==> config.mk <==
export PLATFORM = sky130hd
export DESIGN_NAME = status_flag_controller
export DESIGN_NICKNAME = d
export VERILOG_FILES = /design/src/rtl/status_flag_controller.sv
export SDC_FILE = /design/constraint.sdc
export NUM_CORES = 1
export LEC_CHECK = 0
export BUFFER_PORTS_ARGS = -buffer_cell sky130_fd_sc_hd__buf_4
export CAP_MARGIN = 20
export CORE_ASPECT_RATIO = 2
export CORE_UTILIZATION = 57
export DETAILED_ROUTE_END_ITERATION = 6
export HOLD_SLACK_MARGIN = 0.03
export PLACE_DENSITY = 0.8
export SKIP_CTS_REPAIR_TIMING = 1
export SLEW_MARGIN = 10
export SYNTH_ARGS = -nofsm -noshare
export SYNTH_HDL_FRONTEND = slang
export SYNTH_SLANG_ARGS = --single-unit
==> constraint.sdc <==
create_clock -name clock -period 5.4 [get_ports clock]
set_input_delay 0.54 -clock clock [delete_from_list [all_inputs] [get_ports clock]]
set_output_delay 0.54 -clock clock [all_outputs]
set_load 0.02 [all_outputs]
==> src/rtl/status_flag_controller.sv <==
// status_flag_controller
// Holds ALU condition flags (replaced on update) and sticky exception flags
// (OR-accumulated). A trap FSM pushes both flag sets onto a shadow stack on trap
// entry and pops them on trap return. Nesting past the stack depth latches a
// double fault that only reset clears.
//
// Ports:
//   clock, reset_n          : clock (rising edge), async active-low reset
//   cond_valid, cond_in     : load new condition flags
//   exc_event               : one-cycle exception pulses, OR'd into sticky flags
//   trap_instruction        : software trap request pulse
//   trap_return             : return from current trap level
//   sw_write, sw_wdata      : software overwrite of {exc, cond}
//   cond_flags, exc_flags   : live flag registers
//   trap_mode               : depth > 0 or double-faulted
//   trap_entry              : one-cycle pulse per accepted trap
//   trap_cause              : 0 = trap_instruction, i+1 = exception bit i
//   trap_depth              : current nesting level
//   double_fault            : sticky stack-overflow indicator
module status_flag_controller #(
    parameter int unsigned COND_W       = 4,
    parameter int unsigned EXC_W        = 8,
    parameter logic [EXC_W-1:0] TRAP_MASK = 8'h0C,
    parameter int unsigned SHADOW_DEPTH = 4,
    localparam int unsigned CW          = $clog2(EXC_W + 1),
    localparam int unsigned DW          = $clog2(SHADOW_DEPTH + 1)
) (
    input  logic                    clock,
    input  logic                    reset_n,
    input  logic                    cond_valid,
    input  logic [COND_W-1:0]       cond_in,
    input  logic [EXC_W-1:0]        exc_event,
    input  logic                    trap_instruction,
    input  logic                    trap_return,
    input  logic                    sw_write,
    input  logic [COND_W+EXC_W-1:0] sw_wdata,
    output logic [COND_W-1:0]       cond_flags,
    output logic [EXC_W-1:0]        exc_flags,
    output logic                    trap_mode,
    output logic                    trap_entry,
    output logic [CW-1:0]           trap_cause,
    output logic [DW-1:0]           trap_depth,
    output logic                    double_fault
);

    typedef enum logic [1:0] {StNormal, StTrapped, StFault} state_e;

    state_e                      state_q, state_d;
    logic [COND_W-1:0]           cond_q, cond_d;
    logic [EXC_W-1:0]            exc_q, exc_d;
    logic [DW-1:0]               depth_q, depth_d;
    logic                        entry_q, entry_d;
    logic [CW-1:0]               cause_q, cause_d;
    logic                        dfault_q, dfault_d;
    logic [COND_W+EXC_W-1:0]     stack_q [SHADOW_DEPTH];
    logic [COND_W+EXC_W-1:0]     stack_d [SHADOW_DEPTH];

    logic [EXC_W-1:0]            masked;
    logic                        req, do_entry, do_overflow, do_pop;
    logic [CW-1:0]               req_cause;
    logic [COND_W+EXC_W-1:0]     popped;

    always_comb begin
        masked = exc_event & TRAP_MASK;
        req    = trap_instruction | (|masked);

        // Scan high to low so the lowest-index masked bit wins.
        req_cause = '0;
        for (int i = int'(EXC_W) - 1; i >= 0; i--) begin
            if (masked[i]) req_cause = CW'(i + 1);
        end

        do_entry    = req && (state_q != StFault) && (depth_q < DW'(SHADOW_DEPTH));
        do_overflow = req && (state_q != StFault) && (depth_q == DW'(SHADOW_DEPTH));
        do_pop      = trap_return && !req && (state_q == StTrapped);

        popped = '0;
        for (int i = 0; i < int'(SHADOW_DEPTH); i++) begin
            if (depth_q == DW'(i + 1)) popped = stack_q[i];
        end
    end

    always_comb begin
        state_d  = state_q;
        depth_d  = depth_q;
        entry_d  = do_entry;
        cause_d  = do_entry ? req_cause : cause_q;
        dfault_d = dfault_q | do_overflow;
        stack_d  = stack_q;

        if (do_entry) begin
            state_d = StTrapped;
            depth_d = depth_q + DW'(1);
            for (int i = 0; i < int'(SHADOW_DEPTH); i++) begin
                if (depth_q == DW'(i)) stack_d[i] = {exc_q, cond_q};
            end
        end else if (do_overflow) begin
            state_d = StFault;
        end else if (do_pop) begin
            depth_d = depth_q - DW'(1);
            if (depth_q == DW'(1)) state_d = StNormal;
        end

        if (do_pop) begin
            cond_d = popped[COND_W-1:0];
        end else if (sw_write) begin
            cond_d = sw_wdata[COND_W-1:0];
        end else if (cond_valid) begin
            cond_d = cond_in;
        end else begin
            cond_d = cond_q;
        end

        // Events are always OR'd in so none is lost, whatever the base value.
        if (do_pop) begin
            exc_d = popped[COND_W +: EXC_W] | exc_event;
        end else if (sw_write) begin
            exc_d = sw_wdata[COND_W +: EXC_W] | exc_event;
        end else begin
            exc_d = exc_q | exc_event;
        end
    end

    always_ff @(posedge clock or negedge reset_n) begin
        if (!reset_n) begin
            state_q  <= StNormal;
            cond_q   <= '0;
            exc_q    <= '0;
            depth_q  <= '0;
            entry_q  <= 1'b0;
            cause_q  <= '0;
            dfault_q <= 1'b0;
            stack_q  <= '{default: '0};
        end else begin
            state_q  <= state_d;
            cond_q   <= cond_d;
            exc_q    <= exc_d;
            depth_q  <= depth_d;
            entry_q  <= entry_d;
            cause_q  <= cause_d;
            dfault_q <= dfault_d;
            stack_q  <= stack_d;
        end
    end

    assign cond_flags   = cond_q;
    assign exc_flags    = exc_q;
    assign trap_mode    = (state_q != StNormal);
    assign trap_entry   = entry_q;
    assign trap_cause   = cause_q;
    assign trap_depth   = depth_q;
    assign double_fault = dfault_q;

endmodule

# After elaboration in Yosys (flattened, before gate mapping)
# Index checks and enable logic that the tools add are counted.
dict set report word_totals {
  out_inout_bits 22
  romBits 0
  ram_bits 0
  memories 0
  register_bits 71
  latch_bits 0
}
dict set report classes {
  div_mod_pow 0
  n_eq_ne 7
  multipliers 0
  bitwise_logic 5
  n_shift 0
  n_addsub 2
  n_lt_le_gt_ge 1
  reduce_logical 19
  muxes 18
}
# op n
set op_table {}
lappend op_table {{12-bit two-way mux} 4}
lappend op_table {{8-bit bitwise OR} 3}
lappend op_table {{8-bit two-way mux} 2}
lappend op_table {{3-bit two-way mux} 5}
lappend op_table {{4-bit two-way mux} 3}
lappend op_table {{2-bit AND reduction} 6}
lappend op_table {{3-bit nonzero test} 3}
lappend op_table {{2-bit two-way mux} 4}
lappend op_table {{3-bit by 2-bit == test with 1-bit output, second input constant} 2}
lappend op_table {{1-bit logical AND} 5}
lappend op_table {{2-bit != test, second input constant} 2}
lappend op_table {{2-bit nonzero test} 2}
lappend op_table {{3-bit by 1-bit adder with 3-bit output, second input constant} 1}
lappend op_table {{3-bit by 1-bit == test with 1-bit output, second input constant} 1}
lappend op_table {{3-bit == test, second input constant} 1}
lappend op_table {{3-bit zero test} 1}
lappend op_table {{3-bit less-than comparator, second input constant} 1}
lappend op_table {{3-bit by 1-bit subtractor with 3-bit output, second input constant} 1}
lappend op_table {{2-bit by 1-bit == test with 1-bit output, second input constant} 1}
lappend op_table {{1-bit bitwise OR} 2}
lappend op_table {{2-bit OR reduction} 1}
lappend op_table {{1-bit zero test} 1}

# Longest topological paths before layout
# Gate-level depths: netlist of run 1.
dict set report logic_depth {
  depth_word 8
  mapped_depth 7
  mapped_depth_nobuf 6
}

# Least setup slack after synthesis of run 1
# OpenSTA, ideal clock, no wires.
dict set report synth_timing {
  path_type {in2reg}
  from {input port exc_event[3]}
  to {register stack_q[10] in the netlist's numbering}
  path_slack_ns 3.538
  t_arrival_ns 1.735
  cell_stages 7
  path_buffers 2
  path_cell_list {nor3_2 > or3_1 > buf_4 > inv_4 > and2_4 > buf_8 > mux2_1}
}
dict set report synth_between {
  elab_chain_len 5
}
# element line_no
set synth_rtl {}
lappend synth_rtl {{start: declaration} 32} ;# input logic [EXC_W-1:0] exc_event,
lappend synth_rtl {{2-bit OR reduction} 65} ;# req = trap_instruction | (|masked);
lappend synth_rtl {{1-bit bitwise OR} 65}
lappend synth_rtl {{1-bit logical AND (2 in series)} 73} ;# do_entry = req && (state_q != StFault) && (depth_q < DW'(SHADOW_DEPTH));
lappend synth_rtl {{net do_entry} 59} ;# logic req, do_entry, do_overflow, do_pop;
lappend synth_rtl {{2-bit AND reduction (no source line)} --}
lappend synth_rtl {{end signal: assignment} 142} ;# stack_q <= stack_d;
lappend synth_rtl {{end: declaration} 55} ;# logic [COND_W+EXC_W-1:0] stack_q [SHADOW_DEPTH];
# The timed path passes the listed nets, and every way through them passes these cells.
# A chain may end at the register's enable or synchronous reset.

# Worst setup path after layout of run 1
dict set report layout_timing {
  from {register depth_q[2], in the netlist trap_depth[2]}
  to {register cond_q[3], in the netlist cond_flags[3]}
}
dict set report layout_between {
  elab_chain_len 6
  word_cells_on_any_way 9
  classes_between {4 x eq/ne; 5 x mux}
}
# element line_no
set layout_rtl {}
lappend layout_rtl {{start: declaration} 51} ;# logic [DW-1:0] depth_q, depth_d;
lappend layout_rtl {{start signal: assignment} 138} ;# depth_q <= depth_d;
lappend layout_rtl {{3-bit by 1-bit == test with 1-bit output} 79} ;# if (depth_q == DW'(i + 1)) popped = stack_q[i];
lappend layout_rtl {{12-bit two-way mux (3 in series)} 79}
lappend layout_rtl {{12-bit two-way mux *} 79}
lappend layout_rtl {{4-bit two-way mux *} 104} ;# if (do_pop) begin
lappend layout_rtl {{end signal: assignment} 136} ;# cond_q <= cond_d;
lappend layout_rtl {{end: declaration} 49} ;# logic [COND_W-1:0] cond_q, cond_d;
# Every way passes the cells marked *; elsewhere a longest branch is shown, timed or not.

==> results of run 1 <==
[worst register-to-register path, delay by kind of cell, from the launching register on]
kind                     cells  cell delay, ns
AO/OA/AOI/OAI                2            0.44
adder cells (fa/ha/maj)      1            0.46
buffers and inverters        1            0.13
flip-flops                   1            0.53
AND/OR/NAND/NOR              1            0.82
[cell usage after synthesis (all sizes together), types with 3 or more instances]
cell type	number	area [um^2]
and2	3	26.3
clkbuf	8	30.0
o21ai	19	95.1
inv	6	25.0
nor2	8	32.5
buf	10	90.1
a21oi	15	75.1
a221oi	12	105
nand2	31	116
or3	4	30.0
o22ai	5	31.3
mux2	55	619
ha	6	75.1
dfrtp	69	1730
mux2i	4	40.0
[final timing paths]
check / start / to / cells after the start
setup / recovery: trap_depth[2]$_DFFE_PN0P_ / cond_flags[3]$_DFFE_PN0P_ / 5
hold / removal: reset_n / stack_q[0]$_DFFE_PN0P_ / 1
setup reg to reg: trap_depth[2]$_DFFE_PN0P_ / cond_flags[3]$_DFFE_PN0P_ / 5
hold reg to reg: stack_q[14]$_DFFE_PN0P_ / stack_q[14]$_DFFE_PN0P_ / 1
max in group asynchronous: reset_n / stack_q[31]$_DFFE_PN0P_ / 1
min in group clock: exc_event[0] / exc_flags[0]$_DFF_PN0_ / 3
[flip-flops by register name (all words and copies together) (netlist names)]
| signal | flops |
|---|---|
| double_fault | 1 |
| trap_cause | 2 |
| stack_q | 48 |
| state_q | 2 |
| trap_depth | 3 |
| trap_entry | 1 |
| exc_flags | 8 |
| cond_flags | 4 |
[cell families after synthesis]
| logic type | count (synthesis) | synth area share |
|---|---|---|
| flip-flops | 69 | 0.532 |
| multiplexers | 59 | 0.203 |
| AND/OR/NAND/NOR | 57 | 0.0874 |
| AO/OA/AOI/OAI | 55 | 0.106 |
| buffers and inverters | 24 | 0.0447 |
| adder cells (fa/ha/maj) | 6 | 0.0231 |
| other | 1 | 0.00115 |
| XOR/XNOR | 1 | 0.00270 |
[final cells by class]
| cell class | instances | area, um^2 |
|---|---|---|
| clock buffer | 11 | 131 |
| clock inverter | 5 | 75.1 |
| fill | 424 | 1660 |
| inverter | 6 | 25.0 |
| multi-input combinational | 179 | 1380 |
| sequential | 69 | 1730 |
| tap | 60 | 75.1 |
| timing repair buffer | 52 | 390 |
[routing by layer]
layer  track usage  vias up  wire length, um
met4         0.159        0              191
met1         0.299     1154             2770
li1              -     1062                -
met5             0        -                0
met2         0.434       60             3800
met3        0.0451       15              259
[power breakdown]
| part | internal (mW) | leakage, nW | total (mW) | switching, mW |
|---|---|---|---|---|
| clock network | 0.258 | 0.107 | 0.440 | 0.182 |
| registers | 0.612 | 0.892 | 0.683 | 0.0711 |
| logic | 0.139 | 0.917 | 0.299 | 0.160 |
| total | 1.01 | 1.92 | 1.42 | 0.412 |
==> results_dict.tcl, run 1 <==
set metrics [dict create \
    crit_arrival_ns 2.71 \
    initial_core_util 0.594 \
    fp.dieW_um 55.4 \
    clk_pin_slew_ns 0.07 \
    fin_setup_tns_ns 0 \
    routed_wl_um 7020 \
    cp_top_family "simple AND/OR/NAND/NOR gates" \
    overflow 0 \
    ys_seq_area_frac 0.532 \
    status "finished clean" \
    wl_per_cell_um 18.4 \
    synth-main-ff-cell "dfrtp_1" \
    cts_buffer_depth 2 \
    n_antenna_cell 0 \
    slowest_stage "nor3b_2" \
    hold_class "in -> async" \
    path_buf_inv 1 \
    grt.total_usage 0.256 \
    worstSetupPathType "reg -> reg" \
    cts_htree_levels 3 \
    core-area_um2 5470 \
    pre_cts_ws_ns 2.99 \
    ant_nets 0 \
    rsz0062_at_grt "false" \
    syn_area_um2 3250 \
    utilization 0.696 \
    antenna_found_initial 0 \
    vdd_ir_drop_max_mv 0.310 \
    area_delta_synth_final_pct 17.1 \
    grt_max_degree 70 \
    timing.final.crit_share 0.456 \
    via_per_inst 6.00 \
    synth_cells 272 \
    fin_area_um2 3800 \
    final_max_slew_viol_count 0 \
    powerDensity_nw_per_um2 374 \
    max_stage_delay_ns 0.82 \
    mostFrequentLayoutCells "dfrtp_1, buf_4, mux2_1, nand2_1, o21ai_1" \
    ioPinCount 52 \
    crit_required_ns 5.65 \
    cts_buffers 9 \
    worst_slack_ns 2.94 \
    gp_congestion 0.776 \
    setup_viol 0 \
    firstDrtPassIters 4 \
    root_buffer "clkbuf_8" \
    drt_iter0_markers 91 \
    die_y_um 109 \
    drc 0 \
    die_area_um2 6020 \
    drive_gt1_frac 0.264 \
    finalNetCount 353 \
    clock_skew_ns 0.0107 \
    max_freq_mhz 406 \
    grt_pass1_vias 2379 \
    critPathCaptureType "flop" \
    syn-mean-instance-area_um2 11.9 \
    vias 2291 \
    yosysWarnings 0 \
    timing.hold.ws_ns 0.288 \
    synthArstFlopShare 1.00 \
    syn_nets 308 \
    startpoint_type "flop" \
    fin_crit_ns 2.46 \
    hpwl_um 4640 \
    worstPathMaxFanout 15 \
    synth_edf_count 0 \
    layout.cells.non_filler 382 \
    cts_sinks 69 \
    place_area_um2 3600 \
    worst_slew_pin_slew_ns 0.971 \
    grt_pass1_wl_um 11600 \
    slew_headroom 0.351 \
    clock_latency_ns 0.34 \
    portBuffers 50 \
    post-place-cells 366 \
    synth_seq_cells 69 \
    p_leak_nw 1.92 \
    std_cell_rows 38 \
    maxCapViolations 0 \
    hold_viol_final 0 \
    yosysUniqueCellTypes 35 \
    r2r_slack_ns 2.94 \
    path_cells "inv_1 -> ha_1 -> nor3b_2 -> a221oi_1 -> o22ai_1" \
    layout_commonest_cell "dfrtp_1" \
    total_power_mw 1.42 \
    cts_tree "built" \
]
Power figures use the tool's default switching activity.
==> run 2: changes to the inputs <==
--- a/config.mk
+++ b/config.mk
@@ -8,10 +8,10 @@
 export BUFFER_PORTS_ARGS = -buffer_cell sky130_fd_sc_hd__buf_4
 export CAP_MARGIN = 20
 export CORE_ASPECT_RATIO = 2
-export CORE_UTILIZATION = 57
+export CORE_UTILIZATION = 56
 export DETAILED_ROUTE_END_ITERATION = 6
 export HOLD_SLACK_MARGIN = 0.03
-export PLACE_DENSITY = 0.8
+export PLACE_DENSITY = 0.79
 export SKIP_CTS_REPAIR_TIMING = 1
 export SLEW_MARGIN = 10
 export SYNTH_ARGS = -nofsm -noshare
==> constraint.sdc (replaced) <==
create_clock -name clock -period 2.4 [get_ports clock]
set_input_delay 0.24 -clock clock [delete_from_list [all_inputs] [get_ports clock]]
set_output_delay 0.24 -clock clock [all_outputs]
set_load 0.02 [all_outputs]
==> run 2 against run 1 <==
  * The run now ends with negative hold slack left
  * Fmax up 15%
  * Sequential cell count unchanged
  * Hold slack worse by 0.29 ns
  * Cell count up 1.3%
  * Core utilization down 0.74 points
  * Cell area down 0.20%
  * Global-route usage down 0.35 points
  * Register-to-register slack worse by 2.7 ns
  * Sequential share of layout area up 0.090 points
  * Clock skew down 0.0018 ns
  * Count of clock-buffer cells in the layout up 2
  * Setup slack worse by 2.7 ns
  * Critical path type unchanged
==> results_dict.tcl, run 2 (same netlist as run 1, synthesis figures left out) <==
set metrics [dict create \
    vias 2307 \
    portBuffers 50 \
    status "finished, violations left" \
    fp.dieW_um 55.9 \
    cts_buffers 9 \
    place_area_um2 3640 \
    worst_slew_pin_slew_ns 0.850 \
    fin_area_um2 3800 \
    routed_wl_um 6940 \
    std_cell_rows 38 \
    wl_per_cell_um 17.9 \
    via_per_inst 5.96 \
    slew_headroom 0.433 \
    total_power_mw 3.01 \
    drt_iter0_markers 82 \
    rsz0062_at_grt "false" \
    crit_required_ns 2.68 \
    drc 0 \
    cts_tree "built" \
    layout_commonest_cell "dfrtp_1" \
    reg2reg_to "exc_flags[7]$_DFF_PN0_" \
    startpoint_type "flop" \
    initial_core_util 0.589 \
    die_y_um 110 \
    vdd_ir_drop_max_mv 0.644 \
    firstDrtPassIters 4 \
    multi_input_area_um2 1380 \
    n_antenna_cell 0 \
    hold_viol_final 4 \
    clock_latency_ns 0.35 \
    grt_pass1_vias 2342 \
    mostFrequentLayoutCells "dfrtp_1, buf_4, mux2_1, nand2_1, o21ai_1" \
    worst_slack_ns 0.264 \
    pre_cts_ws_ns 0.313 \
    root_buffer "clkbuf_8" \
    hold_class "in -> async" \
    final_max_slew_viol_count 0 \
    maxCapViolations 0 \
    r2r_slack_ns 0.26 \
    fin_setup_tns_ns 0 \
    reg2reg_depth 6 \
    ant_nets 0 \
    ioPinCount 52 \
    die_area_um2 6130 \
    crit_arrival_ns 2.42 \
    cts_htree_levels 3 \
    gp_congestion 0.826 \
    utilization 0.689 \
    overflow 0 \
    rr_startpoint "trap_depth[0]$_DFFE_PN0P_" \
    cts_sinks 69 \
    core-area_um2 5520 \
    post-place-cells 372 \
    max_freq_mhz 468 \
    seqCellArea_um2 1730 \
    powerDensity_nw_per_um2 794 \
    antenna_found_initial 0 \
    setup_viol 0 \
    cts_buffer_depth 2 \
    fillers 447 \
    grt_pass1_wl_um 11400 \
    area_delta_synth_final_pct 16.9 \
    clock_skew_ns 0.00884 \
    largest_reg_flops 48 \
    critPathCaptureType "flop" \
    worstSetupPathType "reg -> reg" \
    layout.cells.non_filler 387 \
    timing.hold.ws_ns -0.00599 \
    timing.final.crit_share 0.890 \
    finalNetCount 359 \
    clk_pin_slew_ns 0.07 \
    grt_max_degree 70 \
    drive_gt1_frac 0.269 \
    grt.total_usage 0.252 \
    violations "negative hold slack" \
    hpwl_um 4710 \
    p_leak_nw 1.92 \
    fin_crit_ns 2.14 \
    worstPathMaxFanout 7 \
    top_register "stack_q" \
]
## run 2: cell types whose count changed in the layout (fill, tap and decap cells not counted)
| cell | change |
|---|---|
| nor3b_2 | -1 |
| clkinv_2 | -1 |
| clkbuf_1 | +1 |
| nor3b_1 | +1 |
| bufinv_16 | -2 |
| buf_4 | +6 |
| clkbuf_8 | +1 |
## run 2: layout make-up
| class | count | share of cell area |
|---|---|---|
| Sequential cell | 69 | 0.455 |
| Clock buffer | 13 | 0.0392 |
| Timing Repair Buffer | 58 | 0.115 |
| Tap cell | 60 | 0.0198 |
| Inverter | 6 | 0.00659 |
| Multi-Input combinational cell | 179 | 0.362 |
| Clock inverter | 2 | 0.00264 |
## run 2: how the worst max path moves through the flow
stage	startpoint	endpoint	slack, ns	cells after the start
floorplan	trap_depth[0]$_DFFE_PN0P_	exc_flags[1]$_DFF_PN0_	0.54	6
global placement	trap_depth[1]$_DFFE_PN0P_	exc_flags[7]$_DFF_PN0_	0.36	6
detailed placement	trap_depth[0]$_DFFE_PN0P_	exc_flags[3]$_DFF_PN0_	0.31	6
CTS	trap_depth[0]$_DFFE_PN0P_	exc_flags[7]$_DFF_PN0_	0.29	6
global route	trap_depth[0]$_DFFE_PN0P_	exc_flags[1]$_DFF_PN0_	0.07	6
finish	trap_depth[0]$_DFFE_PN0P_	exc_flags[7]$_DFF_PN0_	0.26	6
## run 2: power breakdown
group / internal (mW) / switching [mW]
Combinational: 0.320 / 0.355
Clock: 0.395 / 0.414
Sequential: 1.38 / 0.153
Total: 2.09 / 0.922
## run 2: per-layer routing
metal  vias up  share of wire  GRT usage
met3         9          0.037     0.0576
met1      1170           0.40      0.296
li1       1068              -          -
met2        60           0.54      0.443
met5         -              0          0
met4         0          0.018      0.108
## run 2: critical path, cell delays in order, from the launching register on
cell	delay (ns)
dfrtp_1	0.44
ha_1	0.23
ha_1	0.20
nor3b_1	0.64
buf_4	0.29
a221oi_1	0.10
o21ai_1	0.16
